===== src/rtl/turf_trig_pkg.sv =====
// Shared encodings for the TURF trigger scheduler: FSM states, trigger
// source bit positions and buf_status_o field offsets.
package turf_trig_pkg;

    typedef enum logic [1:0] {
        ST_IDLE     = 2'd0,
        ST_HOLD     = 2'd1,
        ST_ANNOUNCE = 2'd2,
        ST_DEAD     = 2'd3
    } sched_state_e;

    localparam int NSRC     = 4;
    localparam int SRC_RF   = 0;
    localparam int SRC_SOFT = 1;
    localparam int SRC_PPS1 = 2;
    localparam int SRC_PPS2 = 3;

    localparam int STAT_HOLD_LSB  = 0;
    localparam int STAT_OCC_LSB   = 4;
    localparam int STAT_WR_LSB    = 8;
    localparam int STAT_RD_LSB    = 10;
    localparam int STAT_BUSY_BIT  = 12;
    localparam int STAT_STATE_LSB = 13;
    localparam int STAT_FULL_BIT  = 15;
    localparam int STAT_LOST_LSB  = 16;

    function automatic int ptr_width(input int n);
        return (n > 1) ? $clog2(n) : 1;
    endfunction

    function automatic logic [2:0] src_count(input logic [NSRC-1:0] m);
        return 3'(m[0]) + 3'(m[1]) + 3'(m[2]) + 3'(m[3]);
    endfunction

endpackage


===== src/rtl/turf_buf_ring.sv =====
// Ring of SURF buffers: allocates at wr_ptr, releases oldest at rd_ptr and
// keeps the per-buffer hold mask and occupancy in step with both pointers.
module turf_buf_ring
    import turf_trig_pkg::*;
#(
    parameter int NBUF = 4,
    localparam int PW = ptr_width(NBUF)
)(
    input  logic            clk,
    input  logic            rst_n,
    input  logic            clr,
    input  logic            alloc,
    input  logic            rel,
    output logic [NBUF-1:0] hold,
    output logic [PW-1:0]   wr_ptr,
    output logic [PW-1:0]   rd_ptr,
    output logic [2:0]      occupancy,
    output logic            full,
    output logic            empty
);

    logic            alloc_ok;
    logic            rel_ok;
    logic [NBUF-1:0] hold_nxt;

    function automatic logic [PW-1:0] ptr_inc(input logic [PW-1:0] p);
        return (int'(p) == NBUF - 1) ? '0 : p + 1'b1;
    endfunction

    assign full     = (occupancy == 3'(NBUF));
    assign empty    = (occupancy == 3'd0);
    assign alloc_ok = alloc && !full;
    assign rel_ok   = rel && !empty;

    // Alloc and release never target the same slot: alloc needs a free
    // slot, release needs a held one, so wr_ptr != rd_ptr when both fire.
    always_comb begin
        hold_nxt = hold;
        if (alloc_ok) hold_nxt[wr_ptr] = 1'b1;
        if (rel_ok)   hold_nxt[rd_ptr] = 1'b0;
    end

    always_ff @(posedge clk or negedge rst_n) begin
        if (!rst_n) begin
            hold      <= '0;
            wr_ptr    <= '0;
            rd_ptr    <= '0;
            occupancy <= '0;
        end else if (clr) begin
            hold      <= '0;
            wr_ptr    <= '0;
            rd_ptr    <= '0;
            occupancy <= '0;
        end else begin
            hold <= hold_nxt;
            if (alloc_ok) wr_ptr <= ptr_inc(wr_ptr);
            if (rel_ok)   rd_ptr <= ptr_inc(rd_ptr);
            case ({alloc_ok, rel_ok})
                2'b10:   occupancy <= occupancy + 3'd1;
                2'b01:   occupancy <= occupancy - 3'd1;
                default: ;
            endcase
        end
    end

endmodule


===== src/rtl/turf_buffer_scheduler.sv =====
// TURF trigger scheduler: latches trigger sources, grants one SURF buffer per
// event, sequences HOLD settle / announce / deadtime and tracks event IDs.
module turf_buffer_scheduler
    import turf_trig_pkg::*;
#(
    parameter int NBUF       = 4,
    parameter int HOLD_DELAY = 8,
    parameter int DEADTIME   = 16
)(
    input  logic            clk_i,
    input  logic            rst_n_i,
    input  logic            rf_trig_i,
    input  logic            soft_trig_i,
    input  logic            pps1_trig_i,
    input  logic            pps2_trig_i,
    input  logic            disable_i,
    input  logic            clr_evt_i,
    input  logic            clr_all_i,
    input  logic [11:0]     epoch_i,
    input  logic            evid_reset_i,
    output logic [NBUF-1:0] hold_o,
    output logic            evt_valid_o,
    input  logic            evt_ready_i,
    output logic [1:0]      evt_buf_o,
    output logic [3:0]      evt_type_o,
    output logic [31:0]     evt_id_o,
    output logic [31:0]     next_id_o,
    output logic [31:0]     buf_status_o
);

    localparam int PW = ptr_width(NBUF);

    sched_state_e    state, state_nxt;
    logic [7:0]      dly_cnt, dly_nxt;
    logic [NSRC-1:0] trig_vec, new_trig, pending, dup_trig;
    logic [15:0]     lost_cnt;
    logic [16:0]     lost_sum;
    logic [19:0]     id_ctr, id_use;
    logic            grant, rel;
    logic [NBUF-1:0] hold;
    logic [PW-1:0]   wr_ptr, rd_ptr;
    logic [2:0]      occupancy;
    logic            full, empty;

    always_comb begin
        trig_vec           = '0;
        trig_vec[SRC_RF]   = rf_trig_i;
        trig_vec[SRC_SOFT] = soft_trig_i;
        trig_vec[SRC_PPS1] = pps1_trig_i;
        trig_vec[SRC_PPS2] = pps2_trig_i;
    end

    // A pulse landing on an already-pending source is lost, except in the
    // grant cycle where it becomes the first pending bit of the next event.
    assign new_trig = disable_i ? '0 : trig_vec;
    assign grant    = (state == ST_IDLE) && (|pending) && !full && !clr_all_i;
    assign rel      = clr_evt_i && !empty;
    assign dup_trig = new_trig & pending & {NSRC{!grant}};
    assign lost_sum = {1'b0, lost_cnt} + 17'(src_count(dup_trig));
    assign id_use   = evid_reset_i ? '0 : id_ctr;

    turf_buf_ring #(.NBUF(NBUF)) u_ring (
        .clk       (clk_i),
        .rst_n     (rst_n_i),
        .clr       (clr_all_i),
        .alloc     (grant),
        .rel       (rel),
        .hold      (hold),
        .wr_ptr    (wr_ptr),
        .rd_ptr    (rd_ptr),
        .occupancy (occupancy),
        .full      (full),
        .empty     (empty)
    );

    always_comb begin
        state_nxt = state;
        dly_nxt   = dly_cnt;
        if (clr_all_i) begin
            state_nxt = ST_IDLE;
            dly_nxt   = '0;
        end else begin
            case (state)
                ST_IDLE: begin
                    if (grant) begin
                        state_nxt = ST_HOLD;
                        dly_nxt   = 8'(HOLD_DELAY - 1);
                    end
                end
                ST_HOLD: begin
                    if (dly_cnt == '0) state_nxt = ST_ANNOUNCE;
                    else               dly_nxt   = dly_cnt - 8'd1;
                end
                ST_ANNOUNCE: begin
                    if (evt_ready_i) begin
                        state_nxt = ST_DEAD;
                        dly_nxt   = (DEADTIME == 0) ? 8'd0 : 8'(DEADTIME - 1);
                    end
                end
                ST_DEAD: begin
                    if (dly_cnt == '0) state_nxt = ST_IDLE;
                    else               dly_nxt   = dly_cnt - 8'd1;
                end
                default: state_nxt = ST_IDLE;
            endcase
        end
    end

    always_ff @(posedge clk_i or negedge rst_n_i) begin
        if (!rst_n_i) begin
            state   <= ST_IDLE;
            dly_cnt <= '0;
        end else begin
            state   <= state_nxt;
            dly_cnt <= dly_nxt;
        end
    end

    always_ff @(posedge clk_i or negedge rst_n_i) begin
        if (!rst_n_i) begin
            pending  <= '0;
            lost_cnt <= '0;
        end else if (clr_all_i) begin
            pending  <= '0;
            lost_cnt <= '0;
        end else begin
            pending <= (grant ? '0 : pending) | new_trig;
            if (|dup_trig) lost_cnt <= lost_sum[16] ? 16'hFFFF : lost_sum[15:0];
        end
    end

    // The ID counter survives clr_all; only reset and evid_reset_i touch it.
    always_ff @(posedge clk_i or negedge rst_n_i) begin
        if (!rst_n_i) begin
            evt_type_o <= '0;
            evt_buf_o  <= '0;
            evt_id_o   <= '0;
            id_ctr     <= '0;
        end else if (grant) begin
            evt_type_o <= pending;
            evt_buf_o  <= 2'(wr_ptr);
            evt_id_o   <= {epoch_i, id_use};
            id_ctr     <= id_use + 20'd1;
        end else if (evid_reset_i) begin
            id_ctr <= '0;
        end
    end

    // Announce handshake: evt_valid_o rises in ANNOUNCE and stays high with
    // fields frozen until a rising edge samples evt_ready_i high; the transfer
    // happens on that edge. evt_valid_o never depends on evt_ready_i.
    assign evt_valid_o = (state == ST_ANNOUNCE);
    assign hold_o      = hold;
    assign next_id_o   = {epoch_i, id_ctr};

    always_comb begin
        buf_status_o                               = '0;
        buf_status_o[STAT_HOLD_LSB +: 4]           = 4'(hold);
        buf_status_o[STAT_OCC_LSB +: 3]            = occupancy;
        buf_status_o[STAT_WR_LSB +: 2]             = 2'(wr_ptr);
        buf_status_o[STAT_RD_LSB +: 2]             = 2'(rd_ptr);
        buf_status_o[STAT_BUSY_BIT]                = (state != ST_IDLE);
        buf_status_o[STAT_STATE_LSB +: 2]          = state;
        buf_status_o[STAT_FULL_BIT]                = full;
        buf_status_o[STAT_LOST_LSB +: 16]          = lost_cnt;
    end

endmodule


===== config.mk =====
export PLATFORM = sky130hd
export DESIGN_NAME = turf_buffer_scheduler
export DESIGN_NICKNAME = d
export VERILOG_FILES = /design/src/rtl/turf_trig_pkg.sv /design/src/rtl/turf_buf_ring.sv /design/src/rtl/turf_buffer_scheduler.sv
export SDC_FILE = /design/constraint.sdc
export NUM_CORES = 1
export LEC_CHECK = 0
export ABC_AREA = 1
export BUFFER_PORTS_ARGS = -buffer_cell sky130_fd_sc_hd__clkbuf_2
export CAP_MARGIN = 0
export CELL_PAD_IN_SITES_DETAIL_PLACEMENT = 1
export CELL_PAD_IN_SITES_GLOBAL_PLACEMENT = 2
export CORE_MARGIN = 1.5
export CORE_UTILIZATION = 31
export CTS_CLUSTER_DIAMETER = 30
export DETAILED_ROUTE_END_ITERATION = 8
export GPL_ROUTABILITY_DRIVEN = 1
export PLACE_DENSITY_LB_ADDON = 0.1
export SLEW_MARGIN = 20
export SYNTH_ARGS = -nofsm -noshare
export SYNTH_HDL_FRONTEND = slang
export SYNTH_SLANG_ARGS = --single-unit

===== constraint.sdc =====
create_clock -name clk_i -period 4.5 [get_ports clk_i]
set_input_delay 1.125 -clock clk_i [delete_from_list [all_inputs] [get_ports clk_i]]
set_output_delay 1.125 -clock clk_i [all_outputs]
set_load 0.01 [all_outputs]

Word level (Yosys, flattened, before mapping) --
Index checks and enable logic that the tools add are counted.
Cells by class: $add $sub $neg 10, multipliers 0, divide/modulo/power cells 0, order comparisons 4, equality and inequality tests 13, shifts and indexed selects 0, multiplexer cells 34, bitwise operators 6, reduce and logical (&&, ||, !) cells 25
Operators by type and width (number):
- 16-bit 2-to-1 mux | 3
- 20-bit 2-to-1 mux | 2
- 8-bit 2-to-1 mux | 4
- 4-bit 2-to-1 mux | 6
- 8-bit one-hot mux with 3 select lines | 1
- 2-bit 2-to-1 mux | 11
- 20-bit by 1-bit adder with 20-bit output (second input constant) | 1
- 16-bit by 3-bit adder with 17-bit output | 1
- 4-bit AND | 3
- 3-bit != test (second input constant) | 4
- 2-bit by 1-bit == test with 1-bit output (second input constant) | 4
- 1-bit logical AND | 8
- 8-bit zero test | 1
- 4-bit OR | 2
- 2-bit one-hot mux with 4 select lines | 1
- 2-bit nonzero test | 4
- 4-bit OR reduction | 2
- 8-bit by 1-bit subtractor with 8-bit output (second input constant) | 1
- 2-bit == test (second input constant) | 3
- 2-bit by 3-bit < comparator with 1-bit output (second input constant) | 2
- 3-bit one-hot mux with 2 select lines | 1
- 2-bit by 1-bit adder with 2-bit output (second input constant) | 2
- 1-bit demux with 2-bit select | 2
- 2-bit by 1-bit greater-or-equal comparator with 1-bit output (second input constant) | 2
- 17 further kinds | 21
Word-level totals: register bits after elaboration 99, bits in latches 0, RAM bits 0, memory bits (read-only) 0, bits of input ports 23, word-level logic and storage cells 104, memories 0

Logic depth before layout (Yosys ltp) --
depth in word-level cells 13, mapped depth 20

By module --
Synthesis repeated with hierarchy kept, for this count alone.
Second synthesis, totals: cell total of the unflattened synthesis 705, area total of the unflattened synthesis 5680.4 µm²
By module, submodules not included:
- turf_buffer_scheduler | times used 1, cells an instance 621, area an instance 4946.0 µm²
- turf_buf_ring | times used 1, cells an instance 84, area an instance 734.5 µm²

Least setup slack after synthesis --
OpenSTA, ideal clock, no wires.
path kind input to register, start input clr_all_i, end register lost_cnt[15], library setup time 0.118 ns, data arrival time 3.954 ns, data required time 4.382 ns, setup slack 0.428 ns, stages on the path 17, cells stage by stage buf_4 -> inv_2 -> nand2_2 -> buf_6 -> buf_2 -> nand4_1 -> fa_1 -> inv_1 -> fa_1 -> fa_1 -> nand3_1 -> inv_2 -> nand4_2 -> buf_6 -> nand3_1 -> nand3_1 -> nand2_1
On the way: longest elaborated chain between the ends 11, elaborated cells on any way between the ends 13, those cells by class add/sub (4); mux (3); bitwise (1); reduce/logical (5)
RTL lines:
- from (decl) | line turf_buffer_scheduler.sv:18 | input logic clr_all_i,
- 1-bit zero test | line turf_buffer_scheduler.sv:56 | assign grant = (state == ST_IDLE) && (|pending) && !full && !clr_all_i;
- 1-bit logical AND | line turf_buffer_scheduler.sv:56
- 1-bit zero test | line turf_buffer_scheduler.sv:58 | assign dup_trig = new_trig & pending & {NSRC{!grant}};
- 4-bit AND | line turf_buffer_scheduler.sv:58
- 1-bit by 1-bit adder with 2-bit output | line turf_trig_pkg.sv:32 | return 3'(m[0]) + 3'(m[1]) + 3'(m[2]) + 3'(m[3]);
- 2-bit by 1-bit adder with 3-bit output | line turf_trig_pkg.sv:32
- 3-bit by 1-bit adder with 3-bit output | line turf_trig_pkg.sv:32
- 16-bit by 3-bit adder with 17-bit output | line turf_buffer_scheduler.sv:59 | assign lost_sum = {1'b0, lost_cnt} + 17'(src_count(dup_trig));
- 16-bit 2-to-1 mux (2 in a row) | line turf_buffer_scheduler.sv:128 | if (|dup_trig) lost_cnt <= lost_sum[16] ? 16'hFFFF : lost_sum[15:0];
- 16-bit 2-to-1 mux | line turf_buffer_scheduler.sv:123 | end else if (clr_all_i) begin
- to (signal assigned) | line turf_buffer_scheduler.sv:128
- to (decl) | line turf_buffer_scheduler.sv:36 | logic [15:0] lost_cnt;
Parallel ways exist; a longest one is shown, timed or not. The select of a mux whose other input is x is not followed. A chain may end at the register's enable or synchronous reset.

Worst setup path after layout --
start register state[0], end register lost_cnt[11]
On the way: longest elaborated chain between the ends 13, elaborated cells on any way between the ends 15, those cells by class add/sub (4); mux (3); bitwise (1); reduce/logical (7)
RTL lines:
- from (decl) | line turf_buffer_scheduler.sv:33 | sched_state_e state, state_nxt;
- from (signal assigned) | line turf_buffer_scheduler.sv:114 | state <= state_nxt;
- 2-bit zero test * | line turf_buffer_scheduler.sv:56
- 1-bit logical AND * (3 in a row) | line turf_buffer_scheduler.sv:56
- 1-bit zero test * | line turf_buffer_scheduler.sv:58
- 4-bit AND * | line turf_buffer_scheduler.sv:58
- 1-bit by 1-bit adder with 2-bit output | line turf_trig_pkg.sv:32
- 2-bit by 1-bit adder with 3-bit output | line turf_trig_pkg.sv:32
- 3-bit by 1-bit adder with 3-bit output | line turf_trig_pkg.sv:32
- 16-bit by 3-bit adder with 17-bit output | line turf_buffer_scheduler.sv:59
- 16-bit 2-to-1 mux (2 in a row) | line turf_buffer_scheduler.sv:128
- 16-bit 2-to-1 mux | line turf_buffer_scheduler.sv:123
Mark *: on every way between the ends. The rest lies on a longest branch, timed or not. The select of a mux whose other input is x is not followed.

==> results.md <==
* Share of layout cells above drive strength 1 at 0.2181
* Ys async rst share at 1.000
* CTS tree: yes
* Worst R2R Setup Slack at 630 ps
* Min cycle time layout at 3869 ps
* Fin crit share at 0.8597
* CTS clk-pin slew, worst paths at 70 ps
* 1st-pass router iterations at 6
* Critical path's slowest cell: fa_1
* Synth top area share at 0.4280
* Slew HR at 0.4547
* Final wirelength at 16600 um
* WP data required at 4740 ps
* Hold WC Path Type: reg2reg
* EDFF count, synth at 0
* GR Overflow Total at 0
* Chip height at 139.6 um
* Combinational Power Share at 0.331
* Syn avg cell area at 7.676 um^2
* Vias in the first global route at 5349
* RSZ-0062 raised after global routing: no
* Final ANT Viol Nets at 0
* Dominant cells by area after synthesis: dfrtp_1, nand2_1, nand3_1
* Die ar. at 19500 um^2
* Slew @ Worst Pin at 818.0 ps
* Tot GR Track Use at 0.1767
* Number of core rows at 49
* Switching part of the total at 0.3923
* FF+latch count, synth at 99
* Clock root buffer: clkbuf_16
* # fillers at 2256
* Pint at 1.802 mW
* Failing checks: design-rule violations
* Initial antenna violation count at 0
* Setup Buffers After CTS at 0
* First-pass GRT wire length at 27700 um
* Static Leak at 3.502 nW
* Clk_lat worst skew at 350 ps
* Final Total Pwr at 2.966 mW
* Diode count at 0
* WP buf/inv at 3
* Cell area after synthesis at 5788 um^2
* Top_reg_cell synth: dfrtp_1
* Core footprint at 18150 um^2
* Largest stage delay, worst path at 570 ps
* Max VDD drop at 0.0001567 V
* Reg power frac at 0.393
* Area growth syn-to-layout at 16.88%
* Final Hold Fails at 0
* Setup crit end kind: register
* Hpwl dp at 12270 um
* PortBufs at 128
* Via density at 4.761
* CTS resizes at 0
* Worst-path fanout max at 13
* Num Clock Sinks at 99
* Sw power at 1.163 mW
* # IOs at 130
* Post-CTS Hold Buffers at 0
* Post-route DRC violation count at 11
* Worst Skew at 13.84 ps
* Crit start category: register
* Sequential fraction of the synthesis area at 0.4280
* Area leader, netlist: dfrtp_1
* Via count at 5194
* Initial Utilization at 0.3189
* Setup TNS at 0 ps
* Cell count after synthesis at 754
* Status: finished, violations left
* Post-synth top cells: nand2_1, dfrtp_1, inv_1, nor2_1, nand3_1
* WS Path Type: reg2reg
* Library cells used by synthesis at 36
* Routed length per instance at 15.21 um
* CTS Buffer Depth at 2
* Placer Congestion at 0.8325
* Clock power frac at 0.276
* Final setup viols at 0
* Syn_nets at 799
* Inserted Clock Buffers at 9
* Syn. warnings at 0
* Total of max-cap violations at 0
* Count leader, synth: nand2_1
* Max Freq at 258.5 MHz
* Critical path's top delay family: adder cells
* Layout Nets at 902
* Slew Limit Fails at 0
* Critical path arrival at 4110 ps
* # H-tree levels at 3
* Worst-path cell chain: inv_1 -> ha_1 -> nand2_1 -> nor2_2 -> nand2_2 -> nand4_1 -> fa_1 -> inv_1 -> fa_1 -> fa_1 -> nand3_1 -> inv_2 -> nand4_2 -> nand3_1 -> nand3_1 -> nand2_1
* PD cells at 438.4 nW/um^2
* Initial DRC count at 199
* Die span in x at 139.6 um
* Pin count of the biggest net entering global routing at 72
-- layout by cell type, fill, tap and decap left out, drive strengths merged, types with 4 or more instances in the layout --
cell type	count
xor2	10
o21bai	5
ha	18
inv	74
fa	4
nand2	266
nand3	68
clkbuf	136
nor3	4
a21oi	15
o21ai	42
xnor2	8
nor2	80
nand4	13
dfrtp	99
buf	7
-- metrics by stage --
| stage | util | cell area, um^2 | worst slack, ps | instances | hold slack (ps) |
|---|---|---|---|---|---|
| final | 0.3728 | 6765 | 631.4 | 1091 | 482.1 |
| after global routing | 0.3728 | 6765 | 301.4 | 1091 | 512.9 |
| after detailed placement | 0.3558 | 6457 | 387.9 | 1075 | 465.0 |
| after floorplan | - | 5788 | 428.1 | 754 | 458.8 |
| after global placement | 0.3558 | 6457 | 480.5 | 1075 | 462.0 |
| after CTS | 0.3728 | 6765 | 553.0 | 1091 | 484.5 |
-- tightest hold or removal path, delay by kind of cell, from the launching register on --
kind,cells,cell delay (ps)
simple gates,2,120
flops,1,340
-- registers in the layout, indices dropped and copies added (netlist names), 3 cells and up --
signal / cells
evt_id_o: 32
pending: 4
dly_cnt: 8
lost_cnt: 16
u_ring.hold: 4
evt_type_o: 4
id_ctr: 20
u_ring.occupancy: 3
-- cell type report --
| cell class | instances | area [um^2] | share of cell area |
|---|---|---|---|
| multi-input cells | 542 | 2734 | 0.4041 |
| flip-flops and latches | 99 | 2477 | 0.3662 |
| repair buffers | 134 | 688.2 | 0.1017 |
| well taps | 229 | 286.5 | 0.04235 |
| inverters | 71 | 271.5 | 0.04013 |
| clock buffers | 9 | 225.2 | 0.03329 |
| clock inverters | 7 | 82.58 | 0.01221 |
-- power by group through the flow --
| stage | clock, mW | combinational, mW | sequential (mW) |
|---|---|---|---|
| after floorplan | 0 | 0.623 | 1.21 |
| after global placement | 0 | 0.975 | 1.18 |
| after detailed placement | 0 | 1.01 | 1.19 |
| after CTS | 0.855 | 1.01 | 1.17 |
| after global routing | 0.888 | 1.13 | 1.19 |
| final | 0.818 | 0.983 | 1.16 |
-- routing by layer --
layer	share of wire	routed length, um	global-route usage	vias up
met5	0	0	0	-
met4	0.010	172	0.04986	0
met3	0.034	565	0.02099	9
met2	0.49	8178	0.3090	89
met1	0.46	7680	0.2302	2533
li1	-	-	-	2563
-- cells by family after synthesis --
kind of cell | share of synthesized area
compound gates | 0.06010
fa+ha+maj | 0.05275
buf+inv | 0.09965
xor+xnor | 0.02724
simple gates | 0.3316
other cells | 0.0006479
flops | 0.4280
-- worst paths after layout --
kind | from | endpoint | cells past startpoint
setup / recovery | state[0] | lost_cnt[11] | 16
hold / removal | evt_id_o[30] | evt_id_o[30] | 2
setup reg to reg | state[0] | lost_cnt[11] | 16
hold reg to reg | evt_id_o[30] | evt_id_o[30] | 2
max in group asynchronous | rst_n_i | id_ctr[4] | 2
min in group asynchronous | rst_n_i | id_ctr[19] | 1
Power figures use the tool's default switching activity.
